--- config.mk ---
export PLATFORM = sky130hd
export DESIGN_NAME = hazard_ctrl
export DESIGN_NICKNAME = d
export VERILOG_FILES = /design/src/rtl/hazard_ctrl.sv
export SDC_FILE = /design/constraint.sdc
export NUM_CORES = 1
export LEC_CHECK = 0
export CAP_MARGIN = 20
export CELL_PAD_IN_SITES_DETAIL_PLACEMENT = 1
export CELL_PAD_IN_SITES_GLOBAL_PLACEMENT = 2
export CORE_MARGIN = 2
export CORE_UTILIZATION = 31
export DETAILED_ROUTE_END_ITERATION = 12
export HOLD_SLACK_MARGIN = 0.05
export PLACE_DENSITY = 0.9
export SYNTH_ARGS = -nofsm -noshare
export SYNTH_HDL_FRONTEND = slang
export SYNTH_SLANG_ARGS = --single-unit
--- constraint.sdc ---
create_clock -name clk -period 4.55 [get_ports clk]
set_clock_uncertainty 0.15 [all_clocks]
set_input_delay 0.91 -clock clk [delete_from_list [all_inputs] [get_ports clk]]
set_output_delay 0.91 -clock clk [all_outputs]
set_load 0.01 [all_outputs]
--- src/rtl/hazard_ctrl.sv ---
// Pipeline hazard controller: load-use stall, branch flush and HLT drain/halt sequencing.
// Outputs are combinational from state and inputs; state, drain counter and statistics are registered.
module hazard_ctrl (
    input  logic        clk,
    input  logic        rst,
    input  logic [15:0] ifid_instr,
    input  logic        ifid_valid,
    input  logic        idex_regwrite,
    input  logic        idex_memtoreg,
    input  logic [3:0]  idex_reg_write_select,
    input  logic        ex_branch_taken,
    output logic        pc_wen,
    output logic        ifid_wen,
    output logic        ifid_flush,
    output logic        idex_wen,
    output logic        idex_flush,
    output logic        halted,
    output logic [15:0] stall_cnt,
    output logic [15:0] flush_cnt
);

    typedef enum logic [1:0] {
        RUN    = 2'd0,
        DRAIN  = 2'd1,
        HALTED = 2'd2
    } state_t;

    localparam logic [1:0] DRAIN_CYCLES = 2'd3;

    state_t     state;
    state_t     state_next;
    logic [1:0] drain_cnt;
    logic [1:0] drain_next;
    logic       stall_inc;
    logic       flush_inc;

    logic [3:0] opcode;
    logic [3:0] rd;
    logic [3:0] rs;
    logic [3:0] rt;
    logic       reads_rs;
    logic       reads_rt;
    logic       reads_rd;
    logic       src_match;
    logic       load_use;
    logic       halt_req;

    assign opcode = ifid_instr[15:12];
    assign rd     = ifid_instr[11:8];
    assign rs     = ifid_instr[7:4];
    assign rt     = ifid_instr[3:0];

    // Decode which register fields the instruction in ID actually reads
    always_comb begin
        reads_rs = 1'b0;
        reads_rt = 1'b0;
        reads_rd = 1'b0;
        if (!opcode[3]) begin
            reads_rs = 1'b1;
            reads_rt = 1'b1;
        end else if (opcode == 4'b1000) begin
            reads_rs = 1'b1;
        end else if (opcode == 4'b1001) begin
            reads_rs = 1'b1;
            reads_rd = 1'b1;
        end
    end

    assign src_match = (reads_rs && (rs == idex_reg_write_select)) ||
                       (reads_rt && (rt == idex_reg_write_select)) ||
                       (reads_rd && (rd == idex_reg_write_select));

    // r0 is hardwired to zero, so a load targeting it can never be a real dependency
    assign load_use = ifid_valid && idex_regwrite && idex_memtoreg &&
                      (idex_reg_write_select != 4'd0) && src_match;

    assign halt_req = ifid_valid && (opcode == 4'hF);

    // Next-state and output decode; branch beats load-use, which beats HLT
    always_comb begin
        state_next = state;
        drain_next = drain_cnt;
        stall_inc  = 1'b0;
        flush_inc  = 1'b0;
        pc_wen     = 1'b1;
        ifid_wen   = 1'b1;
        idex_wen   = 1'b1;
        ifid_flush = 1'b0;
        idex_flush = 1'b0;
        halted     = 1'b0;

        if (rst) begin
            unique case (state)
                RUN: begin
                    if (ex_branch_taken) begin
                        ifid_flush = 1'b1;
                        idex_flush = 1'b1;
                        flush_inc  = 1'b1;
                    end else if (load_use) begin
                        pc_wen     = 1'b0;
                        ifid_wen   = 1'b0;
                        idex_flush = 1'b1;
                        stall_inc  = 1'b1;
                    end else if (halt_req) begin
                        pc_wen     = 1'b0;
                        ifid_wen   = 1'b0;
                        state_next = DRAIN;
                        drain_next = DRAIN_CYCLES;
                    end
                end
                DRAIN: begin
                    if (ex_branch_taken) begin
                        ifid_flush = 1'b1;
                        idex_flush = 1'b1;
                        flush_inc  = 1'b1;
                        state_next = RUN;
                        drain_next = 2'd0;
                    end else begin
                        pc_wen     = 1'b0;
                        ifid_wen   = 1'b0;
                        idex_flush = 1'b1;
                        drain_next = drain_cnt - 2'd1;
                        if (drain_cnt == 2'd1) begin
                            state_next = HALTED;
                        end
                    end
                end
                HALTED: begin
                    pc_wen   = 1'b0;
                    ifid_wen = 1'b0;
                    idex_wen = 1'b0;
                    halted   = 1'b1;
                end
                default: begin
                    state_next = RUN;
                    drain_next = 2'd0;
                end
            endcase
        end
    end

    // State register and drain countdown
    always_ff @(posedge clk or negedge rst) begin
        if (!rst) begin
            state     <= RUN;
            drain_cnt <= 2'd0;
        end else begin
            state     <= state_next;
            drain_cnt <= drain_next;
        end
    end

    // Saturating statistics counters for load-use bubbles and branch flushes
    always_ff @(posedge clk or negedge rst) begin
        if (!rst) begin
            stall_cnt <= 16'd0;
            flush_cnt <= 16'd0;
        end else begin
            if (stall_inc && (stall_cnt != 16'hFFFF)) begin
                stall_cnt <= stall_cnt + 16'd1;
            end
            if (flush_inc && (flush_cnt != 16'hFFFF)) begin
                flush_cnt <= flush_cnt + 16'd1;
            end
        end
    end

endmodule
After elaboration in Yosys (flattened, before gate mapping)
Cells that the tools add are included.
W data, S select, Z words.
{ "op_classes": {"addsub": 3, "n_bitwise": 1, "n_mux": 36, "n_eq_ne": 15, "reduce_logical": 17} }
{ "op_table": {"columns": ["operator", "n"], "rows": [
  ["$add A16 B1 Y16 const B", 2],
  ["$ne A16 B16 Y1 const B", 2],
  ["$mux W1", 23],
  ["$mux W2", 9],
  ["$eq A4 B4 Y1", 3],
  ["$eq A4 B4 Y1 const B", 3],
  ["$pmux W2 S3", 2],
  ["$logic_and A1 B1 Y1", 10],
  ["$ne A2 B2 Y1 const B", 3],
  ["$reduce_and A6 Y1", 1],
  ["$reduce_and A5 Y1", 1],
  ["$eq A2 B1 Y1 const B", 2],
  ["$reduce_bool A4 Y1", 1],
  ["$ne A3 B3 Y1 const B", 1],
  ["$pmux W1 S3", 1],
  ["$eq A2 B2 Y1 const B", 1],
  ["$logic_not A2 Y1", 1],
  ["$logic_or A1 B1 Y1", 2],
  ["$pmux W1 S2", 1],
  ["$reduce_or A2 Y1", 1],
  ["$sub A2 B1 Y2 const B", 1],
  ["$not A1 Y1", 1]
]} }
{ "word_totals": {"output_inout_bits": 38, "reg_bits": 36, "word_cells": 76} }

Depth between registers and ports, before layout
Gate-level depths: netlist (run 1).
{ "logic_depth": {"word_depth": 13, "depth_mapped": 8, "mapped_depth_nobuf": 7} }

Worst setup path before layout (run 1)
OpenSTA, ideal clock, no wires.
{ "synth_path": {"path_kind": "in2out", "start": "in idex_reg_write_select[1]", "end": "out pc_wen", "n_path_buf": 2, "path_slack_ns": 1.229, "t_arrival_ns": 2.261, "stages": 7, "cell_sequence": "or4_1 nand4_1 a21o_4 buf_6 o211ai_1 o2111ai_1 buf_4"} }
{ "synth_via": {"elab_chain_cells": 9, "word_cells_on_any_way": 15, "classes_between": "eq/ne: 3; mux: 4; reduce/logical: 8"} }
{ "synth_rtl": {"columns": ["item", "line", "text"], "rows": [
  ["start, declared", "10", "input logic [3:0] idex_reg_write_select,"],
  ["$eq A4 B4 Y1 (on tied branches)", "69, 70", null],
  ["$logic_and A1 B1 Y1 (on tied branches)", "69, 70", null],
  ["$logic_or A1 B1 Y1", "69", "assign src_match = (reads_rs && (rs == idex_reg_write_select)) ||"],
  ["$logic_or A1 B1 Y1", "70", "(reads_rt && (rt == idex_reg_write_select)) ||"],
  ["$logic_and A1 B1 Y1 *", "75", "(idex_reg_write_select != 4'd0) && src_match;"],
  ["$mux W1 * (2 in series)", null, null],
  ["$pmux W1 S3 *", null, null],
  ["$mux W1 *", null, null],
  ["end, declared", "12", "output logic pc_wen,"]
]} }
Every way passes the cells marked *; elsewhere a longest branch is shown, timed or not.

Worst setup path after layout (run 1)
{ "layout_path": {"start": "in idex_reg_write_select[1]", "end": "out pc_wen"} }
{ "layout_via": {"elab_chain_cells": 9, "word_cells_on_any_way": 15, "classes_between": "eq/ne: 3; mux: 4; reduce/logical: 8"} }
{ "layout_rtl": {"columns": ["item", "line", "text"], "rows": [
  ["$eq A4 B4 Y1 (on tied branches)", "69, 70", null],
  ["$logic_and A1 B1 Y1 (on tied branches)", "69, 70", null],
  ["$logic_or A1 B1 Y1", "69", null],
  ["$logic_or A1 B1 Y1", "70", null],
  ["$logic_and A1 B1 Y1 *", "75", null],
  ["$mux W1 *", "99", "end else if (load_use) begin"],
  ["$mux W1 *", "95", "if (ex_branch_taken) begin"],
  ["$pmux W1 S3 *", "93", "unique case (state)"],
  ["$mux W1 *", "92", "if (rst) begin"]
]} }
Marks and branches as above.

==> results of run 1 <==
[worst max-delay path, cell delays in order]
cell	delay, ps
clkdlybuf4s50_1	500
or4_1	540
nand4_1	120
a21o_4	250
o211ai_1	130
o2111ai_1	140
clkdlybuf4s50_1	590
[per-layer routing]
layer	GRT usage	vias up	share of wire
met1	0.194	870	0.46
met3	0.0346	7	0.030
li1	-	838	-
met4	0.0433	0	0.0093
met2	0.249	32	0.50
met5	0	-	0
[cell type report]
| class | count | share of cell area |
|---|---|---|
| multi-input combinational | 153 | 0.390 |
| clock buffer | 6 | 0.0253 |
| inverter | 8 | 0.0105 |
| sequential | 36 | 0.315 |
| tap | 77 | 0.0337 |
| timing repair buffer | 65 | 0.224 |
| clock inverter | 1 | 0.00175 |
[how the worst min path moves through the flow]
stage                     depth (start not counted)  slack, ps       endpoint          start
after floorplan                                   2        360   drain_cnt[1]   drain_cnt[1]
after global placement                            1        330   stall_cnt[8]   stall_cnt[8]
after detailed placement                          1        340  stall_cnt[15]  stall_cnt[15]
after CTS                                         1        350  stall_cnt[15]  stall_cnt[15]
after global routing                              1        360   stall_cnt[8]   stall_cnt[8]
final                                             1        340   stall_cnt[8]   stall_cnt[8]
[power breakdown]
part           switching [mW]  internal, mW
registers              0.0594         0.362
logic                   0.114         0.148
clock network           0.110         0.104
[state kept, by name (all words and copies together) (netlist names)]
register and flops:
flush_cnt 16, stall_cnt 16, drain_cnt 2, state 2
[cell families (layout without fill, tap and decap cells)]
| logic type | after synthesis | count (layout) | synth area share |
|---|---|---|---|
| AOI/OAI and AO/OA | 17 | 17 | 0.0606 |
| xor gates and xnor gates | 40 | 40 | 0.168 |
| adders and majority gates | 3 | 3 | 0.0180 |
| buffers and inverters | 14 | 80 | 0.0324 |
| DFF | 36 | 36 | 0.432 |
| muxes | 3 | 3 | 0.0162 |
| and+or+nand+nor | 90 | 90 | 0.273 |
[cells in the final DEF, fill, tap and decap left out, types with 2 or more instances in the layout]
cell type	netlist	routed
clkdlybuf4s50_1	0	62
dfrtp_1	36	36
xor2_1	27	27
nand2_1	20	20
xnor2_1	13	13
nor2_1	11	11
and3_1	11	11
nand4_1	10	10
nand3_1	8	8
inv_1	7	7
nor3_2	7	7
o21ai_0	6	6
nor3_1	6	6
clkbuf_8	0	5
nand3b_1	3	3
mux2_1	3	3
a21oi_1	3	3
ha_1	3	3
nor4_1	2	2
nor4bb_2	2	2
buf_4	2	2
[per-stage QoR]
step	hold WS [ps]	setup WS [ps]	std cells	cell area (sq um)
5_1_grt	363	213	346	2860
6_report	343	314	346	2860
3_3_place_gp	326	337	339	2790
3_5_place_dp	337	292	339	2790
2_1_floorplan	357	1230	203	2090
4_1_cts	350	298	346	2860
==> impl_results.md, run 1 <==
* Outcome: finished, final reports clean
* Area delta synth->final at 37.3%
* Synth top area share at 0.432
* Initial antenna violation count at 0
* Worst setup path endpoint: pc_wen
* Final Wtd Congestion at a little under 0.8
* Crit Path Max Fanout at 17
* Worst EP arrival at 3180 ps
* Clock tree from TritonCTS: built
* Max transition margin at 0.629
* Critical path class: in -> out
* Top post-synthesis cells by area: dfrtp_1, xor2_1, xnor2_1
* Power Density at about 310 nW/um^2
* CP Launch Type: primary input
* Die Area at 7400 sq um
* Setup crit end kind: primary output
* N_diodes at 0
* RR Endpoint: stall_cnt[14]
* Post-CTS setup buffers at 0
* Layout cells sized above 1 at 0.104
* Max Cap Viol at 0
* Worst setup startpoint: idex_reg_write_select[1]
* Total CTS buffers at 5
* Largest net degree at the start of global routing at 28
* Critical path data required time at about 3500 ps
* HP Class: reg -> reg
* Syn Nets at approximately 230
* Iter 0 DRT Violations at between 60 and 70
* Row count at 29
* Async SR Flop Fraction at 1.00
* Top-count cell post-synth: dfrtp_1
* Post-DP HPWL at 4060 um
* Total track usage at 0.150
* Slew Limit Fails at 0
* Root Buffer: clkbuf_8
* Period utilization at 0.931
* Avg Vias per Cell at 5.05
* Avg Cell Area, Syn at between 10 and 15 sq um
* Die Ht at ~86 um
* Post-CTS resize count at 0
* Clk slew on worst S/H paths at around 70 ps
* Post-synth top cells: dfrtp_1, xor2_1, nand2_1
* Hold Vio Cnt, Final at 0
* Clock Sinks at 36
* Pwr Total at around 900 uW
* Maximum VDD drop at ~0.13 mV
* Synth Flop Type: dfrtp_1
* FF+latch area at between 900 and 1000 sq um
* Number of global-route vias before repair at approximately 1,900
* Drt wl/cell at between 10 and 15 um
* Clock tree buffer depth at 2
* Number of unique standard cell types used by synthesis at 40
* Setup slack, reg-to-reg at around 2200 ps
* Residual DRC at 0
* Sequential element share of the synthesized area at 0.432
* Total core area at roughly 6400 sq um
* # setup viols final at 0
* Max Clk Rate at 0.236 GHz
* Yosys warns at 0
* Leakage Power at 1.28 nW
* Via Count at around 1,700
* Final Core Density at 0.446
* Number of flops mapped to enable cells by yosys at 0
* Final nets at 298
* Die X at 86.0 um
* Final WL at approximately 5200 um
* Reg2Reg Depth at 7
* GR Overflow Total at 0
* Port Buffers at 63
* Post-Syn Area at roughly 2100 sq um
* Synth Register Bits at 36
* Mapped Cells at approximately 200
* RSZ-0062 raised after global routing: false
* FILL cells at 711
* TritonRoute pass-1 iters at 3
* Hold_buf cts at 0
* Area of the multi-input gates at approximately 1100 sq um
* Worst-skew pair later-pin latency at approximately 280 ps
* Yosys top cell by area: dfrtp_1
* First-pass GRT wire length at approximately 9000 um
* Slew @ Worst Pin at between 500 and 600 ps
* Initial core utilization at 0.325
* Final min period at roughly 4200 ps
* Number of top-level pins at 64
* Setup TNS at 0 ps
* H-Tree Depth at 2
* Reg2Reg Launch Point: stall_cnt[0]
* Post-DRT Antenna Nets at 0
Note: power is estimated with default switching activity, not from simulation.
==> inputs of run 2 (changes only) <==
- CORE_UTILIZATION: 31 -> 26
- PLACE_DENSITY: 0.9 -> 0.81
- SLEW_MARGIN: default -> 20
- clock period: 4.55 -> 3.7 ns (I/O delays scaled with it)
==> impl_results.md, run 2 (synthesis gave the netlist of run 1 again) <==
* Slew Limit Fails at 0 (unchanged)
* GR Overflow Total at 0 (unchanged)
* Final nets at 303 (+1.7%)
* Largest net degree at the start of global routing at 17 (-39%)
* Total track usage at 0.130 (-0.0202)
* Total CTS buffers at 5 (unchanged)
* Logic pwr share at 0.299 (+0.007)
* Hold Vio Cnt, Final at 0 (unchanged)
* Most common cell after layout, fill and taps aside: clkdlybuf4s50_1
* Crit Path Max Fanout at 3 (-14)
* Worst-skew pair later-pin latency at 280 ps (about the same)
* Slew @ Worst Pin at 526 ps (-31.3 ps)
* Die Ht at 93.6 um (+8.8%)
* Final WL at 5370 um (+3.8%)
* Outcome: finished, final reports clean
* N_diodes at 0 (unchanged)
* Number of global-route vias before repair at 1,838 (-1.0%)
* Iter 0 DRT Violations at 49 (-25%)
* Reg2Reg Depth at 7 (unchanged)
* Switching portion of total power at 0.316 (+0.000857)
* Number of top-level pins at 64 (unchanged)
* HP Class: in -> async
* Reg2Reg Launch Point: stall_cnt[0]
* Residual DRC at 0 (unchanged)
* TritonRoute pass-1 iters at 4 (+1)
* Clock tree buffer depth at 2 (unchanged)
* Total core area at 7770 sq um (+21%)
* Avg Vias per Cell at 4.74 (-6.2%)
* Worst path most repeated cell: clkdlybuf4s50_1
* Clock tree from TritonCTS: built
* Cells along the critical path: clkdlybuf4s50_1, buf_4, xor2_1, nor2_1, nand4_1, a21o_4, a31oi_1, clkdlybuf4s50_1
* Port Buffers at 63 (unchanged)
* Leakage Power at 1.31 nW (+2.7%)
* Final min period at 3600 ps
* First-pass GRT wire length at 8960 um (+1.5%)
* Critical path class: in -> out
* Row count at 32 (+10%)
* Post-CTS setup buffers at 0 (unchanged)
* Setup slack, reg-to-reg at 1360 ps (-820 ps)
* FILL cells at 914 (+29%)
* RR Endpoint: stall_cnt[14]
* Buffers and inverters on the worst path at 3 (+1)
* Final Core Density at 0.377 (-0.0685)
* Max Cap Viol at 0 (unchanged)
* Post-DP HPWL at 4240 um (+4.4%)
* Clk slew on worst S/H paths at 70 ps (about the same)
* CP top delay family: buffers and inverters
* Switching power at 346 uW (+22%)
* Pwr Total at 1.09 mW (+22%)
* # setup viols final at 0 (unchanged)
* Hold Slack at 217 ps (-126 ps)
* Hold_buf cts at 0 (unchanged)
* Layout cells sized above 1 at 0.121 (+0.0172)
* Clock share of power at 0.227 (-0.012)
* Internal power at 748 uW (+22%)
* Setup crit end kind: primary output
* Die X at 93.6 um (+8.8%)
* Via Count at 1,771 (+1.4%)
* CP max-delay cell: clkdlybuf4s50_1
* Max transition margin at 0.650 (+0.0209)
* Post-DRT Antenna Nets at 0 (unchanged)
* Max Clk Rate at between 0.2 and 0.3 GHz
* Power Density at 374 nW/um^2 (+19%)
* Period utilization at 0.973
* Drt wl/cell at 14.3 um (-4.0%)
* Most frequent cells in the layout: clkdlybuf4s50_1, dfrtp_1, xor2_1
* Final Wtd Congestion at 0.759 (-2.0%)
* RSZ-0062 raised after global routing: false
* Largest regs: flush_cnt x16, stall_cnt x16
* Clock Sinks at 36 (unchanged)
* H-Tree Depth at 2 (unchanged)
* Initial core utilization at 0.269 (-0.0562)
* Worst EP arrival at 2710 ps (-470 ps)
* Slowest cell delay on critical path at 580 ps (about the same)
* Critical path data required time at 2810 ps (-680 ps)
* Root Buffer: clkbuf_8
* Maximum VDD drop at 0.187 mV (+41%)
* Die Area at 8750 sq um (+18%)
* Area delta synth->final at 40.5%
* CP Launch Type: primary input
* Initial antenna violation count at 0 (unchanged)
* Sequential power share at 0.475 (+0.005)
* Critical path depth at 8 (+1)
-- run 2: cell count changes in the layout (fill, tap and decap cells not counted), sizes merged --
| cell | change |
|---|---|
| dlymetal6s2s | +2 |
| clkdlybuf4s50 | -4 |
| dlygate4sd2 | +2 |
| clkbuf | -1 |
| clkinv | -1 |
| buf | +5 |
-- run 2: through the flow --
| stage | setup TNS [ps] | cell area, sq um | worst slack [ps] | std cells |
|---|---|---|---|---|
| 3_5_place_dp | -42.3 | 2850 | -22.3 | 369 |
| 4_1_cts | 0 | 2920 | 45.9 | 374 |
| 6_report | 0 | 2930 | 98.7 | 374 |
| 3_3_place_gp | 0 | 2850 | 49.7 | 369 |
| 5_1_grt | 0 | 2930 | 23.4 | 374 |
| 2_1_floorplan | 0 | 2090 | 719 | 203 |
-- run 2: final cells by class --
type / instances / area [sq um] / share of cell area
Tap cell: 102 / 128 / 0.0436
Sequential cell: 36 / 901 / 0.307
Inverter: 8 / 30.0 / 0.0102
Multi-Input combinational cell: 153 / 1120 / 0.383
Clock buffer: 5 / 68.8 / 0.0235
Timing Repair Buffer: 70 / 681 / 0.232
-- run 2: what timing repair did --
item                                    in CTS  in global routing
endpoints found under the setup margin       2                  1
gates resized for setup                      2                  3
endpoints found under the hold margin        0                  0
pin swaps                                    0                  1
-- run 2: layer usage --
metal / wire, um / track usage / part of all wire / vias to the layer above
li1: - / - / - / 849
met1: 2460 / 0.170 / 0.46 / 870
met2: 2640 / 0.210 / 0.49 / 45
met3: 212 / 0.0355 / 0.040 / 7
met4: 54 / 0.0338 / 0.010 / 0
met5: 0 / 0 / 0 / -
-- run 2: power groups by stage --
stage / Sequential (mW) / Clock, mW / Combinational [mW]
after floorplan: 0.513 / 0 / 0.169
after global placement: 0.526 / 0 / 0.327
after detailed placement: 0.528 / 0 / 0.334
after CTS: 0.521 / 0.263 / 0.331
after global routing: 0.530 / 0.284 / 0.363
final: 0.520 / 0.248 / 0.327
-- run 2: how the worst max path moves through the flow --
stage	start	to
after floorplan	idex_reg_write_select[1]	pc_wen
after global placement	idex_reg_write_select[0]	pc_wen
after detailed placement	idex_reg_write_select[0]	ifid_wen
after CTS	idex_reg_write_select[0]	idex_flush
after global routing	idex_reg_write_select[1]	idex_flush
final	idex_reg_write_select[1]	idex_flush
==> inputs of run 3 (changes only) <==
- CORE_MARGIN: 2 -> 10
==> impl_results.md, run 3 (synthesis gave the netlist of run 1 again) <==
* Iter 0 DRT Violations at 24 (-51%)
* Total track usage at 0.101 (-0.0287)
* Cell count after placement at 369 (unchanged)
* Logic pwr share at 0.296 (-0.003)
* Row count at 32 (unchanged)
* Final min period at 3600 ps (+1.16 ps)
* Crit Path Max Fanout at 3 (unchanged)
* Port Buffers at 63 (unchanged)
* Setup slack, reg-to-reg at 1320 ps (-40 ps)
* Clock tree from TritonCTS: built
* Reg2Reg Depth at 7 (unchanged)
* Internal power at 755 uW (+0.91%)
* Largest regs: flush_cnt x16, stall_cnt x16
* Initial antenna violation count at 0 (unchanged)
* Max transition margin at 0.629 (-0.0210)
* Final Wtd Congestion at 0.760 (about the same)
* Switching power at 366 uW (+5.6%)
* First-pass GRT wire length at 9680 um (+8.0%)
* Reg2Reg Launch Point: stall_cnt[0]
* Most frequent cells in the layout: clkdlybuf4s50_1, dfrtp_1, xor2_1
* Outcome: finished, final reports clean
* N_diodes at 0 (unchanged)
* Area delta synth->final at 41.3%
* Via Count at 1,741 (-1.7%)
* Number of global-route vias before repair at 1,861 (+1.3%)
* Number of top-level pins at 64 (unchanged)
* Worst-skew pair later-pin latency at 280 ps (about the same)
* TritonRoute pass-1 iters at 4 (unchanged)
* Residual DRC at 0 (unchanged)
* Layout cells sized above 1 at 0.128 (+0.00641)
* GR Overflow Total at 0 (unchanged)
* Clock tree buffer depth at 2 (unchanged)
* Switching portion of total power at 0.326 (+0.00983)
* Slew @ Worst Pin at 557 ps (+31.5 ps)
* Slowest cell delay on critical path at 580 ps (about the same)
* H-Tree Depth at 2 (unchanged)
* Root Buffer: clkbuf_8
* RR Endpoint: stall_cnt[14]
* Sequential power share at 0.464 (-0.011)
* Drt wl/cell at 15.7 um (+9.1%)
* RSZ-0062 raised after global routing: false
* Clk slew on worst S/H paths at 70 ps (about the same)
* Worst EP arrival at 2710 ps (about the same)
* Critical path class: in -> out
* Die X at 110 um (+17%)
* Hold_buf cts at 0 (unchanged)
* Power Density at 380 nW/um^2 (+1.8%)
* Clock share of power at 0.239 (+0.012)
* Setup crit end kind: primary output
* Total core area at 7770 sq um (unchanged)
* Post-DRT Antenna Nets at 0 (unchanged)
* Avg Vias per Cell at 4.63 (-2.2%)
* Period utilization at 0.974 (about the same)
* HP Class: in -> async
* Most common cell after layout, fill and taps aside: clkdlybuf4s50_1
* Worst path most repeated cell: clkdlybuf4s50_1
* Maximum VDD drop at 0.135 mV (-28%)
* Hold Vio Cnt, Final at 0 (unchanged)
* FILL cells at 905 (-0.98%)
* Final WL at 5890 um (+9.7%)
* Max Cap Viol at 0 (unchanged)
* Cells along the critical path: clkdlybuf4s50_1, o21ai_0, and3_1, a32oi_1, a21o_4, a31oi_1, clkdlybuf4s50_1
* Max Clk Rate at 0.278 GHz (about the same)
* # setup viols final at 0 (unchanged)
* CP Launch Type: primary input
* Critical path data required time at 2810 ps (about the same)
* Die Area at 12,000 sq um (+37%)
* Die Ht at 110 um (+17%)
* Post-DP HPWL at 4660 um (+10%)
* CP max-delay cell: clkdlybuf4s50_1
* Clock Sinks at 36 (unchanged)
* Post-Layout Cell Count at 376 (+0.53%)
* Slew Limit Fails at 0 (unchanged)
* Setup WS pre-CTS at -37.4 ps (-15.1 ps)
* Total CTS buffers at 5 (unchanged)
* Worst setup margin at 97.5 ps (-1.16 ps)
* Leakage Power at 1.30 nW (-0.90%)
* Post-CTS setup buffers at 0 (unchanged)
* Initial core utilization at 0.269 (unchanged)
* Final nets at 303 (unchanged)
* Largest net degree at the start of global routing at 25 (+8)
## run 3: cell count changes in the layout (fill, tap and decap cells not counted)
cell             before  now
clkdlybuf4s50_1      58   60
nor3_1                5    6
nor4_1                2    1
nand2_2               0    1
nand2_1              20   19
clkbuf_1              0    1
nor4_4                1    2
dlymetal6s2s_1        2    0
clkinv_2              0    1
nor3_2                8    7
## run 3: layout make-up
class | instances | area, sq um | share of cell area
multi-input cells | 153 | 1130 | 0.385
well taps | 102 | 128 | 0.0433
clock buffers | 6 | 72.6 | 0.0246
flip-flops and latches | 36 | 901 | 0.306
clock inverters | 1 | 5.00 | 0.00170
repair buffers | 70 | 676 | 0.229
inverters | 8 | 30.0 | 0.0102
## run 3: worst max-delay path by stage
stage / to / slack, ps / startpoint / cells past startpoint
2_1_floorplan: pc_wen / 720 / idex_reg_write_select[1] / 7
3_3_place_gp: pc_wen / 40 / idex_reg_write_select[0] / 7
3_5_place_dp: pc_wen / -40 / idex_reg_write_select[0] / 8
4_1_cts: idex_flush / 60 / ifid_instr[15] / 7
5_1_grt: idex_flush / 20 / ifid_instr[15] / 7
6_report: idex_flush / 100 / ifid_instr[13] / 7
## run 3: power groups by stage
stage / combinational (mW) / sequential, mW / clock [mW]
after floorplan: 0.169 / 0.513 / 0
after global placement: 0.333 / 0.526 / 0
after detailed placement: 0.342 / 0.529 / 0
after CTS: 0.340 / 0.521 / 0.280
after global routing: 0.373 / 0.533 / 0.300
final: 0.332 / 0.520 / 0.268
## run 3: layer usage
layer | share of wire | global-route usage
met5 | 0 | 0
met4 | 0.0037 | 0.0223
met3 | 0.062 | 0.0322
met2 | 0.51 | 0.172
met1 | 0.42 | 0.121
## run 3: stage by stage
| step | utilization | hold WS, ps | TNS, ps | total power, mW | area (sq um) |
|---|---|---|---|---|---|
| floorplan | - | 294 | 0 | 0.681 | 2090 |
| global placement | 0.367 | 327 | 0 | 0.859 | 2850 |
| detailed placement | 0.367 | 332 | -74.1 | 0.871 | 2850 |
| CTS | 0.378 | 321 | 0 | 1.14 | 2940 |
| global route | 0.379 | 332 | 0 | 1.21 | 2950 |
| finish | 0.379 | 324 | 0 | 1.12 | 2950 |
## run 3: critical path, delay by kind of cell
| family | cells | cell delay (ps) |
|---|---|---|
| and+or+nand+nor | 1 | 190 |
| buffers and inverters | 2 | 1060 |
| AOI/OAI and AO/OA | 4 | 730 |
## run 3: what timing repair did
item	CTS	global route
pin swaps	1	0
endpoints found under the setup margin	3	1
gates resized for setup	3	2
